--- src/rtl/alu_arbiter.sv ---
// alu_arbiter: shares one external combinational ALU between two valid/ready requesters.
// Latency: rsp_valid rises two cycles after the accept edge; at most one operation per 3 cycles.
// Backpressure: rsp_ready low parks the FSM in RESP; both requester readies stay low meanwhile.
// Build option: define ALU_ARBITER_FIXED_PRIO_EN for fixed priority (requester 0 wins); default round-robin.
module alu_arbiter #(
  parameter int DATA_W = 4,
  parameter int SEL_W  = 3,
  parameter int OUT_W  = DATA_W + 1
) (
  input  logic              clk,
  input  logic              rst,
  input  logic              req0_valid,
  output logic              req0_ready,
  input  logic [DATA_W-1:0] req0_a,
  input  logic [DATA_W-1:0] req0_b,
  input  logic [SEL_W-1:0]  req0_sel,
  input  logic              req1_valid,
  output logic              req1_ready,
  input  logic [DATA_W-1:0] req1_a,
  input  logic [DATA_W-1:0] req1_b,
  input  logic [SEL_W-1:0]  req1_sel,
  output logic [DATA_W-1:0] alu_a,
  output logic [DATA_W-1:0] alu_b,
  output logic [SEL_W-1:0]  alu_sel,
  input  logic [OUT_W-1:0]  alu_out,
  output logic              rsp_valid,
  input  logic              rsp_ready,
  output logic              rsp_id,
  output logic [OUT_W-1:0]  rsp_out,
  output logic              busy,
  output logic [7:0]        op_count
);

  typedef enum logic [1:0] {IDLE, EXEC, RESP} state_t;

  state_t state, state_nxt;
  logic   pref;    // requester favoured when both (or neither) are valid
  logic   pick;    // requester that ready points at while idle
  logic   accept;  // request handshake this cycle
  logic   owner;   // requester whose operation is in flight
  logic   rsp_done;

  assign rsp_done = (state == RESP) && rsp_ready;
  assign busy     = (state != IDLE);

`ifdef ALU_ARBITER_FIXED_PRIO_EN
  assign pref = 1'b0;
`else
  logic last_grant;

  assign pref = ~last_grant;

  // Remember who was served last; reset to 1 so requester 0 wins first.
  always_ff @(posedge clk or posedge rst) begin
    if (rst)           last_grant <= 1'b1;
    else if (rsp_done) last_grant <= rsp_id;
  end
`endif

  // Arbitration: a lone valid requester always wins, otherwise the preferred one.
  always_comb begin
    pick = pref;
    if (req0_valid && !req1_valid)      pick = 1'b0;
    else if (req1_valid && !req0_valid) pick = 1'b1;
  end

  // State register.
  always_ff @(posedge clk or posedge rst) begin
    if (rst) state <= IDLE;
    else     state <= state_nxt;
  end

  // Next state and requester readies; readies are only ever raised in IDLE.
  always_comb begin
    state_nxt  = state;
    req0_ready = 1'b0;
    req1_ready = 1'b0;
    accept     = 1'b0;
    case (state)
      IDLE: begin
        req0_ready = ~pick;
        req1_ready = pick;
        accept     = pick ? req1_valid : req0_valid;
        if (accept) state_nxt = EXEC;
      end
      EXEC:    state_nxt = RESP;
      RESP:    if (rsp_ready) state_nxt = IDLE;
      default: state_nxt = IDLE;
    endcase
  end

  // Operand capture on accept; the ALU inputs hold their last values afterwards.
  always_ff @(posedge clk or posedge rst) begin
    if (rst) begin
      alu_a   <= '0;
      alu_b   <= '0;
      alu_sel <= '0;
      owner   <= 1'b0;
    end else if (accept) begin
      alu_a   <= pick ? req1_a   : req0_a;
      alu_b   <= pick ? req1_b   : req0_b;
      alu_sel <= pick ? req1_sel : req0_sel;
      owner   <= pick;
    end
  end

  // Result capture in EXEC, response hold in RESP, completion counting on handshake.
  always_ff @(posedge clk or posedge rst) begin
    if (rst) begin
      rsp_valid <= 1'b0;
      rsp_id    <= 1'b0;
      rsp_out   <= '0;
      op_count  <= 8'd0;
    end else if (state == EXEC) begin
      rsp_valid <= 1'b1;
      rsp_id    <= owner;
      rsp_out   <= alu_out;
    end else if (rsp_done) begin
      rsp_valid <= 1'b0;
      op_count  <= op_count + 8'd1;
    end
  end

endmodule
--- config.mk ---
export PLATFORM = sky130hd
export DESIGN_NAME = alu_arbiter
export DESIGN_NICKNAME = d
export VERILOG_FILES = /design/src/rtl/alu_arbiter.sv
export SDC_FILE = /design/constraint.sdc
export NUM_CORES = 1
export LEC_CHECK = 0
export CAP_MARGIN = 30
export CORE_ASPECT_RATIO = 1.4
export CORE_UTILIZATION = 45
export CTS_BUF_LIST = sky130_fd_sc_hd__clkbuf_8
export CTS_CLUSTER_SIZE = 28
export DETAILED_ROUTE_END_ITERATION = 8
export GPL_ROUTABILITY_DRIVEN = 0
export MAX_ROUTING_LAYER = met4
export PLACE_DENSITY = 0.9
export REMOVE_ABC_BUFFERS = 1
export SLEW_MARGIN = 15
export SYNTH_ARGS = -nofsm -noshare
export SYNTH_HDL_FRONTEND = slang
export SYNTH_SLANG_ARGS = --single-unit
--- constraint.sdc ---
create_clock -name clk -period 2.3 [get_ports clk]
set_clock_uncertainty 0.15 [all_clocks]
set_input_delay 0.46 -clock clk [delete_from_list [all_inputs] [get_ports clk]]
set_output_delay 0.46 -clock clk [all_outputs]
set_load 0.01 [all_outputs]
# [Yosys cells after proc, flatten, opt, wreduce, memory -nomap -nowiden]
# Cells that the tools add are included.
[word_totals] input_bits=32 reg_bits=30 output_inout_bits=29
[op_classes] n_eq_ne=4 bitwise_logic=3 reduce_logical=10 muxes=14 add_sub_neg=1
[ops] op="8-bit by 1-bit adder with 8-bit output (second input constant)" count=1
[ops] op="1-bit two-way mux" count=8
[ops] op="4-bit two-way mux" count=2
[ops] op="2-bit one-hot mux with 3 select lines" count=1
[ops] op="2-bit two-way mux" count=2
[ops] op="2-bit != test (second input constant)" count=2
[ops] op="2-bit AND reduction" count=2
[ops] op="2-bit nonzero test" count=2
[ops] op="1-bit logical AND" count=3
[ops] op="3-bit two-way mux" count=1
[ops] op="1-bit NOT" count=3
[ops] op="2-bit by 1-bit == test with 1-bit output (second input constant)" count=1
[ops] op="2-bit == test (second input constant)" count=1
[ops] op="1-bit logical NOT" count=2
[ops] op="2-bit logical NOT" count=1

# [Depth between registers and ports, before layout]
# Gate-level depths: netlist of run 1.
[logic_depth] ltp_word=7 mapped_depth=5

# [Worst setup path after synthesis of run 1]
# Ideal clock, no wire load.
[synth_timing] path_kind="input to output" start="in req1_valid" end="out req0_ready" required_time_ps=1690 t_arrival_ps=1039 cell_stages=3 n_path_buf=0 path_slack_ps=651 path_cell_list="inv_1 maj3_1 and2_1"
[synth_via] elab_chain_cells=5
[synth_rtl] item="start: declaration" line_no="17" rtl="input logic req1_valid,"
[synth_rtl] item="1-bit logical AND / 1-bit logical NOT (equally long branches)" line_no="64, 63"
[synth_rtl] item="1-bit two-way mux / 1-bit logical AND (equally long branches)" line_no="64, 63"
[synth_rtl] item="1-bit two-way mux (*)" line_no="63" rtl="if (req0_valid && !req1_valid) pick = 1'b0;"
[synth_rtl] item="1-bit NOT (*)" line_no="81" rtl="req0_ready = ~pick;"
[synth_rtl] item="1-bit two-way mux (*)" line_no="79" rtl="case (state)"
[synth_rtl] item="end: declaration" line_no="13" rtl="output logic req0_ready,"
# Mark *: on every way between the ends. The rest lies on a longest branch, timed or not.

# [Worst setup path in the final report of run 1]
# Same ends and word-level chain as after synthesis.

==> reports/metrics.cfg, run 1 <==
[status]
status=completed

[critical_path]
crit_slowest_cell=clkdlybuf4s50_1
path_class=in2out
critical_path.max_stage_delay_ns=0.49
endpoint_kind=primary output
cp-start-kind=primary input
crit_arrival_ns=1.63
required_ns=1.69
regToRegSetupSlack_ns=0.61
path_max_fanout=3
cp_cell_sequence=clkdlybuf4s50_1 -> inv_1 -> maj3_2 -> and2_1 -> buf_2

[yosys]
synth.avg_cell_area_um2=11.3
synth_top_cell_by_area=dfrtp_1
synth.area.top_cells=dfrtp_1 50%, o2111ai_1 13%, mux2_2 6.2%
synth_top_family_by_area=compound AO/OA/AOI/OAI gates
synth-adder-area-share_pct=1.55
netlist.area_leader.share_pct=49.9
synth_cell_type_count=30
yosys.area_share.xor_xnor_pct=4.22
synth_compound_area_share_pct=18.4
synth.area.mux_share_pct=6.20
syn-instance-count=129
ys_seq_area_share_pct=51.7
synthArstFlopShare_pct=100
synth_top_flop_cell=dfrtp_1
ys_seq_elements=30
synthesis.area_mm2=0.00145
synth_edf_count=0
synthSimpleGateAreaFrac_pct=13.0
yosysWarnings=0

[route]
drt_iter0_drc=52
firstDrtPassIters=4
vias=1381
wl_per_cell_um=17.5
routed_wl_mm=4.10
drcViolationCount=0
ant_nets=0
vias_per_cell=5.90

[clock_tree]
clk_latency_ns=0.28
cts_max_level=2
cts.reportedPaths.clkPinSlew_ns=0.06
ctsRootBufferMaster=clkbuf_8
cts_tree=done
numCtsBuffers=5
clock_sinks=30
cts_hold_buf=0
cts_setup_buffers=0
cts_buffer_depth=2

[timing]
clock.fmax_mhz=446
grt_setup_unrepaired=false
totalNegativeSetupSlack_ns=0
tightest_slew_ns=0.658
hold_violations=0
slew_violations=0
holdWs_ns=0.330
finalWorstSetupSlack_ns=0.0557
maxSlewHeadroom_pct=56.0
period_needed_ns=2.24
layout_worst_path_cycle_share_pct=97.6
finalSetupViolCount=0

[global_routing]
grt_pass1_wl_mm=6.56
grt_pass1_vias=1373
grt_max_degree=31
track_usage_pct=26.3
antenna_found_initial=0
globalRouteOverflowTotal=0

[power]
p_per_area_mw_per_mm2=1260
vdd_drop_max_uv=734
leakage_uw=0.000945
power_uw=2800

[placement]
io_buffers=60
pre_cts_slack_ns=-0.346
dpl.hpwl_mm=2.91

[layout]
final_common_cell=clkdlybuf4s50_1
utilization_pct=72.0
diodes=0
syn2layout_area_growth_pct=53.2
layout-drive-gt1-share_pct=17.9
final_cell_mix=58 x clkdlybuf4s50_1, 28 x dfrtp_1, 22 x o2111ai_1
nets=227

[hold_path]
hp-class=reg2reg

[die]
num_rows=24
dieArea_mm2=0.00347
start_util_pct=47.0
die_y_um=69.3
core_area_mm2=0.00309
die_w_um=50.0
io-pin-count=61

[flow_run]
maxCapViolCount=0

==> cell usage after synthesis (2+ instances only) <==
cell	number
o21ai_0	8
inv_1	4
xnor2_1	3
dfrtp_1	29
xor2_1	4
nor3_2	2
o21ai_1	4
nand3_1	14
nor2_1	4
o2111ai_1	22
clkbuf_1	7
buf_2	3
mux2_2	8
==> report_power, final <==
group / total [uW] / switching [uW] / internal [uW]
Sequential: 955 / 187 / 768
Combinational: 1310 / 611 / 694
Clock: 545 / 197 / 348
Total: 2800 / 995 / 1810
==> metal layers <==
metal	share of wire, %	vias up	track usage, %
met4	1.9	0	11.1
met2	58	60	46.7
met3	5.6	8	5.48
met5	0	-	-
li1	-	623	-
met1	35	690	27.0
==> timing repair <==
item | 4_1_cts | 5_1_grt
endpoints found under the setup margin | 2 | 2
resized for setup | 7 | 2
pin swaps | 1 | 0
hold endpoints to repair | 0 | 0
==> registers in the layout (all words and copies together), names as in the netlist <==
signal and cells:
rsp_out 5, rsp_id 1, alu_a 4, state 2
alu_sel 3, alu_b 4, op_count 8, owner 1
last_grant 1, rsp_valid 1
==> metrics by stage <==
step / cells / area (um2)
after CTS: 234 / 2230
after global placement: 226 / 2120
final: 234 / 2230
after detailed placement: 226 / 2120
after global routing: 234 / 2230
after floorplan: 118 / 1400
==> path summary, 6_finish.rpt <==
check | startpoint | end | depth (start not counted)
max | req1_valid | req0_ready | 5
min | op_count[7]$_DFFE_PP0P_ | op_count[7]$_DFFE_PP0P_ | 1
max reg2reg | state[0]$_DFFE_PP0P_ | rsp_out[0]$_DFFE_PP0P_ | 2
min reg2reg | op_count[7]$_DFFE_PP0P_ | op_count[7]$_DFFE_PP0P_ | 1
max in group asynchronous | rst | last_grant$_DFFE_PP1P_ | 3
min in group asynchronous | rst | alu_b[2]$_DFFE_PP0P_ | 3
==> cell type report <==
class                           instances  area (um2)
Clock inverter                          2        33.8
Fill cell                             224         866
Inverter                                5        18.8
Multi-Input combinational cell         83         632
Sequential cell                        30         753
Timing Repair Buffer                   69         658
Clock buffer                            6        82.6
Tap cell                               39        48.8
==> worst max-delay path: cells and delay by family <==
| kind | cells | cell delay [ns] |
|---|---|---|
| adders and majority gates | 1 | 0.33 |
| buffers and inverters | 3 | 0.68 |
| and+or+nand+nor | 1 | 0.16 |
==> logic make-up (layout without fill, tap and decap cells) <==
group / after synthesis / in the layout
compound gates: 36 / 36
buf+inv: 16 / 82
xor+xnor: 7 / 7
flops: 30 / 30
mux: 8 / 8
fa+ha+maj: 2 / 2
simple gates: 30 / 30
(Power assumes the default switching activity.)
==> inputs of run 2 (changes only) <==
Settings changed: CORE_UTILIZATION 45 to 39, PLACE_DENSITY 0.9 to 0.83.
Clock period 2.3 ns to 1.97 ns, I/O delays scaled along.
==> run 2 against run 1 <==
Against the previous run:
- flip-flop and latch count unchanged
- via count shrank 2.4%
- routed wire length is 9.1% lower
- sequential power grew 13%
- critical path depth did not move
- largest cell class unchanged
==> reports/metrics.cfg, run 2 (same netlist as run 1, synthesis figures left out) <==
[status]
status=completed

[layout]
syn2layout_area_growth_pct=54.5
design_area_mm2=0.00225
biggestRegsByFlops=op_count (8), rsp_out (5)
final_cell_mix=55 x clkdlybuf4s50_1, 29 x dfrtp_1, 22 x o2111ai_1
diodes=0
nets=229
fillers=282
largest_reg_flops=8
utilization_pct=64.7
top_register=op_count
final_common_cell=clkdlybuf4s50_1
layout-drive-gt1-share_pct=18.8

[placement]
placed_area_mm2=0.00213
io_buffers=60
dpl.hpwl_mm=2.80

[clock_tree]
clock_sinks=30
cts_tree=done
cts_max_level=2
ctsRootBufferMaster=clkbuf_8
clk_latency_ns=0.28
cts_buffer_depth=2
numCtsBuffers=5
cts_setup_buffers=0
cts.reportedPaths.clkPinSlew_ns=0.07

[critical_path]
path_class=in2out
crit_arrival_ns=1.40
required_ns=1.43
cp-start-kind=primary input
endpoint_kind=primary output
path_max_fanout=3

[timing]
finalSetupViolCount=0
tightest_slew_ns=0.373
slew_violations=0
hold_violations=0
layout_worst_path_cycle_share_pct=98.5
clock.fmax_mhz=515
period_needed_ns=1.94
maxSlewHeadroom_pct=75.1
grt_setup_unrepaired=false

[die]
die_w_um=53.6
core_area_mm2=0.00347
num_rows=25
start_util_pct=41.9
io-pin-count=61
dieArea_mm2=0.00398
die_y_um=74.2

[power]
power_uw=3230
pwr-share-clk_pct=18.7
p_per_area_mw_per_mm2=1440
leakage_uw=0.000961
p_int_uw=2100
switchingPower_uw=1130
vdd_drop_max_uv=874
power_frac_comb_pct=47.8
switching_share_pct=34.8
pwr-share-seq_pct=33.5

[route]
met1Wirelength_mm=1.39
drcViolationCount=0
wl_per_cell_um=15.7
wl_met3_um=293
ant_nets=0
drt_iter0_drc=33
firstDrtPassIters=4
wl_met2_mm=2.00
top_layer=met4
vias=1348
vias_per_cell=5.69
routed_wl_mm=3.73

[global_routing]
track_usage_pct=20.8
grt_pass1_wl_mm=5.69
antenna_found_initial=0
grt_max_degree=31
globalRouteOverflowTotal=0
grt_pass1_vias=1251

[hold_path]
hp-class=in2async

[flow_run]
maxCapViolCount=0

run 2: metrics by stage:
step / setup WS, ns / setup TNS, ns / hold slack, ns / std cells
6_report: 0.0296 / 0 / 0.336 / 237
5_1_grt: 0.00225 / 0 / 0.358 / 237
4_1_cts: 0.00933 / 0 / 0.345 / 237
3_5_place_dp: -0.583 / -1.16 / 0.331 / 229
3_3_place_gp: -0.543 / -1.09 / 0.308 / 229
2_1_floorplan: 0.239 / 0 / 0.305 / 118
run 2: what timing repair did:
action | in CTS | in global routing
hold buffers | 0 | 0
resized for setup | 7 | 3
cloned | 0 | 0
pin swaps | 1 | 1
endpoints found under the setup margin | 2 | 3
run 2: critical path: stages:
cell,delay (ns)
dlygate4sd2_1,0.24
inv_2,0.05
maj3_2,0.33
and2_1,0.17
clkdlybuf4s15_2,0.22
run 2: final timing paths:
path | slack (ns) | start | cells after the start | to
max | 0.03 | req1_valid | 5 | req0_ready
min | 0.34 | rst | 3 | state[1]$_DFFE_PP0P_
max reg2reg | 0.42 | last_grant$_DFFE_PP1P_ | 4 | alu_b[0]$_DFFE_PP0P_
min reg2reg | 0.34 | op_count[7]$_DFFE_PP0P_ | 1 | op_count[7]$_DFFE_PP0P_
max in group asynchronous | 1.02 | rst | 3 | last_grant$_DFFE_PP1P_
min in group clk | 0.34 | op_count[7]$_DFFE_PP0P_ | 1 | op_count[7]$_DFFE_PP0P_
run 2: area by class of cell:
type                       instances  area [um2]  area share (%)
clock buffer                       5        68.8            3.06
clock inverter                     3        40.0            1.78
inverter                           5        18.8           0.836
multi-input combinational         83         632            28.1
sequential                        30         752            33.5
tap                               40        50.0            2.23
timing repair buffer              71         684            30.5
run 2: power by group through the flow:
stage,sequential [uW],clock [uW],combinational (uW)
after CTS,1090,618,1560
after detailed placement,1100,0,1560
final,1080,604,1540
after floorplan,1210,0,589
after global placement,1080,0,1520
after global routing,1120,639,1670
run 2: layer usage:
metal	vias up	GRT usage, %
met5	-	-
met4	0	9.94
met3	5	4.50
met2	73	35.8
met1	646	21.9
li1	624	-
